File: src/rtl/alu_result_psr.sv
// ---------------------------------------------------------------------------
// alu_result_psr
//
// Execute/writeback stage that sits directly after the combinational ALU.
// Each accepted op has its result {alu_s, wb_en, wb_dest} placed in a 2-entry
// FIFO that feeds register-file writeback. The same op can update the
// processor status register (PSR) flags {C,L,F,Z,N}. The PSR carry bit is
// returned to the ALU as its carry-in for the add-with-carry family.
//
// Ports
//   clk, rst_n             rising-edge clock, asynchronous active-low reset
//   in_valid / in_ready    upstream handshake; in_ready = queue not full
//   alu_s, alu_flags       ALU sum and CLFZN flag vector
//   flag_we                per-flag PSR update mask for the incoming op
//   wb_en, wb_dest         writeback enable and destination register index
//   flush                  drop all queued results and the incoming op
//   psr_load, psr_wdata    software write of the whole PSR (beats ALU flags)
//   out_valid / out_ready  downstream handshake for the queue head
//   out_data, out_wb_en,
//   out_dest               queue head contents
//   psr_flags, carry_out   current PSR and its carry bit
// ---------------------------------------------------------------------------
module alu_result_psr #(
    parameter int DATA_W  = 16,
    parameter int FLAG_W  = 5,
    parameter int RADDR_W = 4
) (
    input  logic               clk,
    input  logic               rst_n,
    input  logic               in_valid,
    output logic               in_ready,
    input  logic [DATA_W-1:0]  alu_s,
    input  logic [FLAG_W-1:0]  alu_flags,
    input  logic [FLAG_W-1:0]  flag_we,
    input  logic               wb_en,
    input  logic [RADDR_W-1:0] wb_dest,
    input  logic               flush,
    input  logic               psr_load,
    input  logic [FLAG_W-1:0]  psr_wdata,
    output logic               out_valid,
    input  logic               out_ready,
    output logic [DATA_W-1:0]  out_data,
    output logic               out_wb_en,
    output logic [RADDR_W-1:0] out_dest,
    output logic [FLAG_W-1:0]  psr_flags,
    output logic               carry_out
);

    // Queue storage: two entries addressed by 1-bit circular pointers.
    logic [DATA_W-1:0]  data_r  [2];
    logic               wb_en_r [2];
    logic [RADDR_W-1:0] dest_r  [2];
    logic               rd_ptr_r;
    logic               wr_ptr_r;
    logic [1:0]         count_r;
    logic [FLAG_W-1:0]  psr_r;

    logic               accept_s;
    logic               pop_s;
    logic [FLAG_W-1:0]  psr_next_s;

    // Fullness is derived from count alone, so a full queue never takes a
    // new op in the same cycle the head drains.
    assign in_ready  = (count_r != 2'd2);
    assign out_valid = (count_r != 2'd0);

    // The head fields come straight from storage registers.
    assign out_data  = data_r[rd_ptr_r];
    assign out_wb_en = wb_en_r[rd_ptr_r];
    assign out_dest  = dest_r[rd_ptr_r];

    assign psr_flags = psr_r;
    assign carry_out = psr_r[FLAG_W-1];

    // Handshake qualification; flush suppresses both directions.
    always_comb begin
        accept_s = 1'b0;
        pop_s    = 1'b0;
        if (flush) begin
            accept_s = 1'b0;
            pop_s    = 1'b0;
        end else begin
            accept_s = in_valid & in_ready;
            pop_s    = out_valid & out_ready;
        end
    end

    // Next PSR: software load wins outright, otherwise an accepted op
    // replaces only the flags it enables.
    always_comb begin
        psr_next_s = psr_r;
        if (psr_load) begin
            psr_next_s = psr_wdata;
        end else if (accept_s) begin
            psr_next_s = (psr_r & ~flag_we) | (alu_flags & flag_we);
        end else begin
            psr_next_s = psr_r;
        end
    end

    // Result queue: entry writes, pointer movement and occupancy count.
    always_ff @(posedge clk or negedge rst_n) begin
        if (!rst_n) begin
            data_r[0]  <= {DATA_W{1'b0}};
            data_r[1]  <= {DATA_W{1'b0}};
            wb_en_r[0] <= 1'b0;
            wb_en_r[1] <= 1'b0;
            dest_r[0]  <= {RADDR_W{1'b0}};
            dest_r[1]  <= {RADDR_W{1'b0}};
            rd_ptr_r   <= 1'b0;
            wr_ptr_r   <= 1'b0;
            count_r    <= 2'd0;
        end else if (flush) begin
            // Entries keep stale contents; only occupancy and pointers clear.
            rd_ptr_r <= 1'b0;
            wr_ptr_r <= 1'b0;
            count_r  <= 2'd0;
        end else begin
            if (accept_s) begin
                data_r[wr_ptr_r]  <= alu_s;
                wb_en_r[wr_ptr_r] <= wb_en;
                dest_r[wr_ptr_r]  <= wb_dest;
                wr_ptr_r          <= ~wr_ptr_r;
            end
            if (pop_s) begin
                rd_ptr_r <= ~rd_ptr_r;
            end
            case ({accept_s, pop_s})
                2'b10:   count_r <= count_r + 2'd1;
                2'b01:   count_r <= count_r - 2'd1;
                default: count_r <= count_r;
            endcase
        end
    end

    // PSR register; its carry bit feeds back to the ALU one cycle later.
    always_ff @(posedge clk or negedge rst_n) begin
        if (!rst_n) begin
            psr_r <= {FLAG_W{1'b0}};
        end else begin
            psr_r <= psr_next_s;
        end
    end

endmodule
File: config.mk
export PLATFORM = sky130hd
export DESIGN_NAME = alu_result_psr
export DESIGN_NICKNAME = d
export VERILOG_FILES = /design/src/rtl/alu_result_psr.sv
export SDC_FILE = /design/constraint.sdc
export NUM_CORES = 1
export LEC_CHECK = 0
export CAP_MARGIN = 10
export CORE_UTILIZATION = 35
export DETAILED_ROUTE_END_ITERATION = 16
export PLACE_DENSITY_LB_ADDON = 0.05
export RECOVER_POWER = 50
export SETUP_SLACK_MARGIN = 0.2
export SYNTH_ARGS = -nofsm -noshare
export SYNTH_HDL_FRONTEND = slang
export SYNTH_SLANG_ARGS = --single-unit
File: constraint.sdc
create_clock -name clk -period 2.31 [get_ports clk]
set_input_delay 0.3465 -clock clk [delete_from_list [all_inputs] [get_ports clk]]
set_output_delay 0.3465 -clock clk [all_outputs]
set_load 0.02 [all_outputs]
==> impl_results.md, run 1 <==
* Status: complete, no violations
* Post-synth cell types at 28
* Crit share post-route at between 80 and 90%
* Smallest hold slack at 0.384 ns
* IO buf count at 70
* RSZ-0062 raised after global routing: no
* CTS tree: yes
* Critical path type: reg2out
* WL per Instance at ~14 um
* Area share of the largest cell type after synthesis at 52.1%
* Crit end category: primary output
* Worst rel slew slack at 15.3%
* Worst R2R Start: count_r[1]
* Initial antenna violation count at 0
* Mapped cell area at roughly 2500 um2
* CTS H-tree lvls at 2
* CP startpoint kind: flip-flop
* CORE AREA at between 6000 and 7000 um2
* Share of layout cells above drive strength 1 at a little over a third
* Fin Setup TNS at 0 ns
* Max Clk Rate at about 500 MHz
* Cts hold-fix bufs at 0
* Initial cell density of the core at approximately 36%
* Post-DP HPWL at 3.33 mm
* Syn Nets at about 210
* Pin count of the biggest net entering global routing at 52
* Vias/cell at ~4.6
* CP required at 1.96 ns
* Met2 WL at 2.23 mm
* CTS sink count at 51
* Dominant cells by area after synthesis: dfrtp_1 (52%), mux2_2 (20%), mux2_4 (12%)
* Max Slew Vio Count at 0
* TritonRoute pass-1 iters at 4
* Crit path time final at roughly 2 ns
* Max-cap viol count at 0
* Leak at 1.50 nW
* Crit path cell chain: buf_4 > mux2_2 > clkdlybuf4s50_1
* VDD IR max at 0.279 mV
* First-pass GRT wire length at around 8.4 mm
* Post-synthesis area per instance at 14.3 um2
* Worst r2r path cells at 5
* Slew @ Worst Pin at approximately 1.3 ns
* Crit path largest cell delay at ~0.53 ns
* Max FO, Critical Path at 4
* PwrDens at ~780 nW/um2
* Final Hold Fails at 0
* Gpl congestion at about 0.75
* Post-synthesis compound-gate area fraction at 6.94%
* Die width at 85.7 um
* Vias at approximately 1600
* # IOs at 71
* Tot Pwr at between 2 and 3 mW
* Max Clock Skew at 0.00527 ns
* Remaining antenna violation count at 0
* DRT Wirelength at a little under 5 mm
* Area of the die at approximately 7300 um2
* Global route overflow at 0
* Cell taking the most area after synthesis: dfrtp_1
* Global Route Usage Sum at ~15%
* Simple-gate share of the synthesized area at 3.62%
* # setup viols final at 0
* Row cnt at 30
* Root Buffer: clkbuf_8
* Yosys warns at 0
* Worst skew pair latency at about 0.31 ns
* Die Y at roughly 86 um
* Vias in the first global route at approximately 1700
* Synth-to-layout area growth at 37.2%
* Hold/Removal Path Class: in2async
* Data arrival, critical path at ~1.7 ns
* Worst R2R Setup Slack at 0.52 ns
* Bufs on Longest Clock Path at 2
* Register area share after synthesis at a little over half
* Slowest stage cell, crit path: clkdlybuf4s50_1
* Post-synthesis mux area share at between 30% and 40%
* Number of diodes at 0
* Residual DRC at 0
* Met3 WL post-DR at about 240 um
* Post-Synthesis Cells at 171
* Synth Area in Adders at 0%
* Layout Nets at 289
* Initial DRC count at 73
* Reg2reg end: data_r[15]
* Wl on met1 at 2.26 mm
* Largest family of logic cells by synthesized area: multiplexers
* Top routing layer in use: met4
* Flops & latches, synth at 51
* CTS buffer count at 5
* Worst-path clk slew at ~0.090 ns
* Xor-xnor portion of the synthesized cell area at less than 1%
-- registers in the layout (all words and copies together) (netlist names), named ones only --
register and flops:
wr_ptr_r 1, dest_r 8, wb_en_r 2, data_r 32, count_r 2, rd_ptr_r 1
-- layer usage --
layer	vias to the layer above	GRT usage, %
li1	763	-
met5	-	0
met1	789	18.9
met2	39	24.6
met4	0	5.91
met3	7	3.75
-- power by group --
part	switching (mW)	total, mW	internal [mW]
logic	0.337	0.818	0.480
registers	0.0931	1.18	1.09
clock network	0.310	0.633	0.323
-- cell type report --
class / count / area [um2]
flip-flops and latches: 51 / 1280
well taps: 96 / 120
clock buffers: 5 / 68.8
multi-input cells: 98 / 1060
repair buffers: 79 / 746
inverters: 12 / 45.0
clock inverters: 3 / 43.8
fillers: 631 / 3430
-- cell usage in the layout, fill, tap and decap left out, types with 2 or more instances in the layout --
master           netlist  final
dlygate4sd2_1          0     18
dfrtp_1               51     50
clkdlybuf4s50_1        0     48
a2bb2oi_1              5      5
clkbuf_1               1      2
or2_2                  2      2
o21ai_0                2      2
dlygate4sd3_1          0      2
mux2_2                43     43
inv_1                 11     11
a31oi_1                5      5
clkbuf_8               0      5
a21oi_1                4      4
mux2_4                20     20
buf_4                  3      5
a41o_1                 5      5
-- cell usage after synthesis --
master / instances
mux2i_1: 1
a31oi_1: 5
a2bb2oi_1: 5
buf_4: 3
o21ai_0: 2
xor2_1: 1
or3_1: 1
or2_2: 2
nor3b_1: 1
dfrtp_1: 51
a21o_1: 1
clkbuf_1: 1
buf_2: 3
mux2_4: 20
a41o_1: 5
buf_1: 1
inv_1: 11
nor2_1: 1
mux2_2: 43
nand3b_1: 1
nor4_4: 1
buf_6: 2
a21oi_1: 4
nor2b_1: 1
o211ai_1: 1
nand3_2: 1
inv_2: 1
nor2b_4: 1
-- worst max-delay path: cells and delay by family (launching register included) --
family   cells  cell delay [ns]
buf+inv      2             0.67
flops        1             0.39
mux          1             0.33
-- logic make-up (layout without fill, tap and decap cells) --
logic type / Yosys count / after routing
buf+inv: 22 / 99
flops: 51 / 51
xor+xnor: 1 / 1
simple gates: 10 / 10
compound gates: 23 / 23
mux: 64 / 64
-- metrics by stage --
step / worst slack [ns] / utilization, % / instance area [um2] / instances
after floorplan: 0.826 / - / 2450 / 171
after global placement: 0.255 / 48.2 / 3270 / 335
after detailed placement: 0.223 / 48.2 / 3270 / 335
after CTS: 0.233 / 49.6 / 3370 / 344
after global routing: 0.200 / 49.5 / 3360 / 344
final: 0.258 / 49.5 / 3360 / 344
-- worst max path at each step --
stage                     from      endpoint  slack (ns)  cells past startpoint
finish                rd_ptr_r  out_data[11]        0.26                      3
global placement      in_valid    data_r[30]        0.25                      5
floorplan             rd_ptr_r   out_data[0]        0.83                      2
CTS                   rd_ptr_r  out_data[11]        0.23                      3
global route        count_r[1]      in_ready        0.20                      3
detailed placement    in_valid    data_r[30]        0.22                      5
-- what timing repair did --
item | 4_1_cts | 5_1_grt
pin swaps | 0 | 0
setup buffers | 1 | 0
setup endpoints to repair | 18 | 1
resized for setup | 19 | 1
(Power assumes the default switching activity.)
==> run 2: changes to the inputs <==
--- a/config.mk
+++ b/config.mk
@@ -8,7 +8,7 @@
 export CAP_MARGIN = 10
 export CORE_UTILIZATION = 35
 export DETAILED_ROUTE_END_ITERATION = 16
-export PLACE_DENSITY_LB_ADDON = 0.05
+export PLACE_DENSITY_LB_ADDON = 0.25
 export RECOVER_POWER = 50
 export SETUP_SLACK_MARGIN = 0.2
 export SYNTH_ARGS = -nofsm -noshare
==> run 2 against run 1 <==
Setup slack improved by 0.10 ns. Non-clock buffer count fell by 2. Sequential cell count did not move. Count of clock-buffer cells in the layout did not move. Utilization barely moved. Die area did not move. Sequential share of layout area barely moved. Sequential power barely moved. Critical path type unchanged. Design area barely moved. Critical path depth fell by 1. Wire length fell by 2.0%. Combinational power fell by 0.7%. Largest cell class unchanged.
==> impl_results.md, run 2 (same netlist as run 1, synthesis figures left out) <==
* Status: complete, no violations
* Max Clock Skew at 0.00672 ns
* First-pass GRT wire length at between 8 and 9 mm
* Initial cell density of the core at between 30% and 40%
* Die width at ~86 um
* Tot Pwr at ~2.6 mW
* Worst r2r path cells at 5
* Area of the multi-input gates at 1050 um2
* Internal Power at approximately 1.9 mW
* Register with the highest flop count: data_r
* CP startpoint kind: flip-flop
* Area of the die at 7340 um2
* Hold/Removal Path Class: in2async
* VDD IR max at a little under 0.3 mV
* Worst R2R Start: count_r[1]
* Number of diodes at 0
* Layout Nets at 287
* Area after DPL at ~3300 um2
* Crit path cell chain: or2_2 > clkdlybuf4s50_1
* Cts hold-fix bufs at 0
* CTS tree: yes
* # fillers at roughly 600
* Worst skew pair latency at roughly 0.30 ns
* Worst R2R Setup Slack at 0.46 ns
* Max-cap viol count at 0
* Crit-path leading delay family: buffers and inverters
* Fin Setup TNS at 0 ns
* Initial DRC count at 43
* Most frequent cells in the layout: dfrtp_1 (51), mux2_2 (43), clkdlybuf4s50_1 (40)
* Crit path time final at 1.95 ns
* Reg2reg end: data_r[2]
* Switching share of power at roughly 28%
* RSZ-0062 raised after global routing: no
* Commonest non-fill, non-tap cell in the layout: dfrtp_1
* CTS H-tree lvls at 2
* Post-CTS Setup Inserts at 0
* TritonRoute pass-1 iters at 4
* Synth-to-layout area growth at 37.1%
* # setup viols final at 0
* CTS buffer count at 5
* Row cnt at 30
* Worst-path clk slew at roughly 0.090 ns
* Max FO, Critical Path at 6
* Wl on met1 at ~2.3 mm
* Fin cells at between 300 and 400
* PwrDens at around 780 nW/um2
* Post-DP HPWL at about 3.3 mm
* FF+latch area at ~1300 um2
* Smallest hold slack at between 0.2 and 0.25 ns
* CTS sink count at 51
* Initial antenna violation count at 0
* Post-route design area at 3360 um2
* Biggest regs: data_r (32), dest_r (8)
* Leak at about 1.5 nW
* IO buf count at 70
* Slew @ Worst Pin at 1.16 ns
* Root Buffer: clkbuf_8
* Met2 WL at roughly 2.1 mm
* Data arrival, critical path at approximately 1.6 ns
* Placed Cells at around 330
* Critical path type: reg2out
* Crit share post-route at 84.4%
* Crit path largest cell delay at roughly 0.55 ns
* Top routing layer in use: met4
* Vias/cell at 4.63
* CORE AREA at between 6000 and 7000 um2
* Max Slew Vio Count at 0
* Final Hold Fails at 0
* Part of the power in registers at between 40% and 50%
* Slowest stage cell, crit path: clkdlybuf4s50_1
* Max Clk Rate at between 500 and 600 MHz
* Residual DRC at 0
* Clk pwr share at 23.8%
* Vias at approximately 1600
* Met3 WL post-DR at 266 um
* Number of flip-flops under the largest register name at 32
* Global Route Usage Sum at between 10% and 20%
* # IOs at 71
* CP bufs+invs at 1
* Comb power frac at slightly above 30%
* Remaining antenna violation count at 0
* Die Y at approximately 86 um
* Bufs on Longest Clock Path at 2
* CP required at roughly 2.0 ns
* Crit end category: primary output
* DRT Wirelength at between 4 and 5 mm
* Global route overflow at 0
* Gpl congestion at between 0.7 and 0.8
* Worst rel slew slack at approximately 23%
* Pin count of the biggest net entering global routing at 32
* WL per Instance at 13.8 um
* Vias in the first global route at 1670
* Net Sw Power at approximately 740 uW
* Share of layout cells above drive strength 1 at approximately a third
[run 2: worst register-to-register path, stage by stage (launching register included)]
cell,delay [ns]
dfrtp_1,0.43
nor2b_1,0.36
inv_1,0.17
nand3_2,0.10
buf_4,0.29
mux2_2,0.38
[run 2: layout make-up]
type | count | area share (%)
sequential | 51 | 38.0
multi-input combinational | 98 | 31.4
timing repair buffer | 77 | 22.4
tap | 96 | 3.57
clock buffer | 5 | 2.05
inverter | 12 | 1.34
clock inverter | 3 | 1.30
[run 2: per-stage QoR]
| step | setup slack [ns] | util [%] |
|---|---|---|
| 3_5_place_dp | 0.234 | 48.2 |
| 3_3_place_gp | 0.274 | 48.2 |
| 4_1_cts | 0.206 | 49.7 |
| 6_report | 0.360 | 49.5 |
| 5_1_grt | 0.280 | 49.5 |
| 2_1_floorplan | 0.826 | - |
[run 2: layer usage]
| metal | global-route usage [%] | vias up |
|---|---|---|
| met1 | 19.3 | 764 |
| li1 | - | 761 |
| met5 | 0 | - |
| met2 | 22.1 | 53 |
| met3 | 4.14 | 7 |
| met4 | 5.00 | 0 |
[run 2: what timing repair did]
action	CTS	global route
setup endpoints to repair	16	6
hold endpoints to repair	0	0
gates resized for setup	17	6
[run 2: worst max-delay path by stage]
stage,slack (ns),from,endpoint,depth (start not counted)
finish,0.36,count_r[1],out_valid,2
global route,0.28,count_r[1],out_valid,2
CTS,0.21,rd_ptr_r,out_dest[2],3
detailed placement,0.23,in_valid,data_r[30],5
global placement,0.27,in_valid,data_r[30],5
floorplan,0.83,rd_ptr_r,out_data[0],2
[run 2: power by group through the flow]
stage                     Clock, mW  Sequential (mW)  Combinational (mW)
after global placement            0             1.20               0.878
after floorplan                   0             1.19               0.537
after global routing          0.687             1.21               0.876
final                         0.626             1.19               0.812
after detailed placement          0             1.20               0.891
after CTS                     0.649             1.19               0.843
==> run 3: changes to the inputs <==
==> constraint.sdc (replaced) <==
create_clock -name clk -period 1.67 [get_ports clk]
set_input_delay 0.2505 -clock clk [delete_from_list [all_inputs] [get_ports clk]]
set_output_delay 0.2505 -clock clk [all_outputs]
set_load 0.02 [all_outputs]
==> run 3 against run 2 <==
The flow now finishes with violations (negative setup slack). Sequential share of layout area decreased by 5.1 points. Final cell count increased by 7.6%. Clock power increased by 14%. Register-to-register slack got worse by 0.30 ns. Utilization increased by 7.8 points. Largest power group unchanged. Non-clock buffer count increased by 26. Wire length increased by 28%.
==> impl_results.md, run 3 (same netlist as run 1, synthesis figures left out) <==
* Status: complete, but fails checks
* Failing checks: negative setup slack
* Crit end category: primary output
* Vias at between 1500 and 2000
* Worst r2r path cells at 5
* Most frequent cells in the layout: mux2_4 (48), dfrtp_1 (48), clkdlybuf4s50_1 (38)
* Die width at between 80 and 90 um
* CP startpoint kind: flip-flop
* Final WS setup at -0.0261 ns
* Initial DRC count at 33
* Vias in the first global route at between 1500 and 2000
* Gpl congestion at 0.691
* VDD IR max at between 0.3 and 0.4 mV
* Number of flip-flops under the largest register name at 32
* Die Y at about 86 um
* Critical path type: reg2out
* Post-DP HPWL at about 3.3 mm
* Critical Path Stages at 4
* Register with the highest flop count: data_r
* Leak at ~1.8 nW
* CP endpoint: out_dest[2]
* # setup viols final at 11
* CTS buffer count at 5
* Vias/cell at 4.70
* CTS H-tree lvls at 2
* Row cnt at 30
* Max-cap viol count at 0
* Area of the die at 7340 um2
* Max FO, Critical Path at 7
* Biggest regs: data_r (32), dest_r (8)
* CP dominant cell by count: buf_6
* Max Clk Rate at between 500 and 600 MHz
* Area after DPL at 3330 um2
* TritonRoute pass-1 iters at 4
* Crit path time final at about 1.7 ns
* Worst R2R Setup Slack at approximately 0.16 ns
* WL per Instance at between 15 and 20 um
* Reg2reg end: dest_r[6]
* Post-route design area at ~4000 um2
* Slew @ Worst Pin at 0.701 ns
* GR Layer Usage met3 at approximately 4.3%
* Hold/Removal Path Class: in2reg
* # fillers at 570
* First-pass GRT wire length at between 9 and 10 mm
* Crit-path leading delay family: flip-flops
* Crit path largest cell delay at 0.44 ns
* CORE AREA at between 6000 and 7000 um2
* Initial antenna violation count at 0
* Layout Nets at 313
* Synth-to-layout area growth at 58.7%
* Tot Pwr at between 3 and 4 mW
* Global Route Usage Sum at ~16%
* Global route overflow at 0
* Share of layout cells above drive strength 1 at between 50% and 60%
* Worst-path clk slew at ~0.10 ns
* Pin count of the biggest net entering global routing at 52
* Slowest stage cell, crit path: dfrtp_2
* CTS sink count at between 50 and 60
* CP required at around 1.4 ns
* Max Clock Skew at approximately 0.0071 ns
* # IOs at between 70 and 80
* Met2 Resource Use GR at 25.7%
* Crit path cell chain: buf_6 > buf_16 > mux2_4 > buf_6
* Initial cell density of the core at between 30% and 40%
* Number of diodes at 0
* Remaining antenna violation count at 0
* Worst setup path start: rd_ptr_r
* CP bufs+invs at 3
* Residual DRC at 0
* Max Slew Vio Count at 0
* PwrDens at approximately 1000 nW/um2
* Worst rel slew slack at 53.3%
* Grt met1 use at 22.2%
* Bufs on Longest Clock Path at 2
* RSZ-0062 raised after global routing: yes
* Worst R2R Start: wr_ptr_r
* FF+latch area at about 1300 um2
* IO buf count at 70
* Crit share post-route at 102%
* DRT Wirelength at ~6 mm
* WHS Path Cells at 3
* Root Buffer: clkbuf_8
* Final Hold Fails at 0
* Data arrival, critical path at approximately 1.5 ns
* Area of the multi-input gates at around 1200 um2
* Worst skew pair latency at 0.30 ns
* Grt peak-use layer: met2
* CTS tree: yes
* Smallest hold slack at 0.381 ns
-- run 3: power breakdown --
part | leakage [nW] | internal (mW) | switching, mW | total (mW)
Sequential | 0.605 | 1.51 | 0.160 | 1.67
Combinational | 1.19 | 0.961 | 0.555 | 1.52
Clock | 0.0402 | 0.292 | 0.421 | 0.713
-- run 3: cell type report --
type / instances / share of cell area [%]
Clock buffer: 5 / 1.77
Tap cell: 96 / 3.09
Inverter: 12 / 1.29
Sequential cell: 51 / 32.9
Multi-Input combinational cell: 98 / 30.3
Clock inverter: 3 / 0.515
Timing Repair Buffer: 103 / 30.1
-- run 3: worst min-delay path by stage --
| stage | start | endpoint | slack (ns) |
|---|---|---|---|
| finish | flush | rd_ptr_r | 0.38 |
| global route | flush | count_r[0] | 0.38 |
| CTS | psr_wdata[3] | flip-flop | 0.46 |
| detailed placement | rst_n | data_r[2] | 0.26 |
| global placement | rst_n | data_r[2] | 0.27 |
| floorplan | rst_n | async pin | -0.05 |
-- run 3: metrics by stage --
step	setup WS (ns)	setup TNS, ns	util, %	cells
floorplan	0.278	0	-	171
global placement	-0.186	-4.14	49.0	338
detailed placement	-0.210	-4.38	49.0	338
CTS	-0.0291	-0.176	54.7	363
global route	-0.0697	-0.774	57.3	368
finish	-0.0261	-0.101	57.3	368
-- run 3: per-layer routing --
layer	share of wire (%)	routed length, um
met1	46	2770
met2	48	2890
met3	4.9	298
met4	1.0	63
met5	0	0
-- run 3: timing repair --
| item | 4_1_cts | 5_1_grt |
|---|---|---|
| hold endpoints to repair | 51 | 0 |
| cloned | 5 | 2 |
| setup buffers | 11 | 3 |
| resized for setup | 159 | 31 |
| pin swaps | 1 | 2 |
| hold buffers | 1 | 0 |
| setup endpoints to repair | 71 | 68 |
-- run 3: worst reg2reg max path: cells and delay by family, from the launching register on --
family,cells,cell delay [ns]
buffers and inverters,3,0.41
multiplexers,1,0.30
AND/OR/NAND/NOR,1,0.24
flip-flops,1,0.45
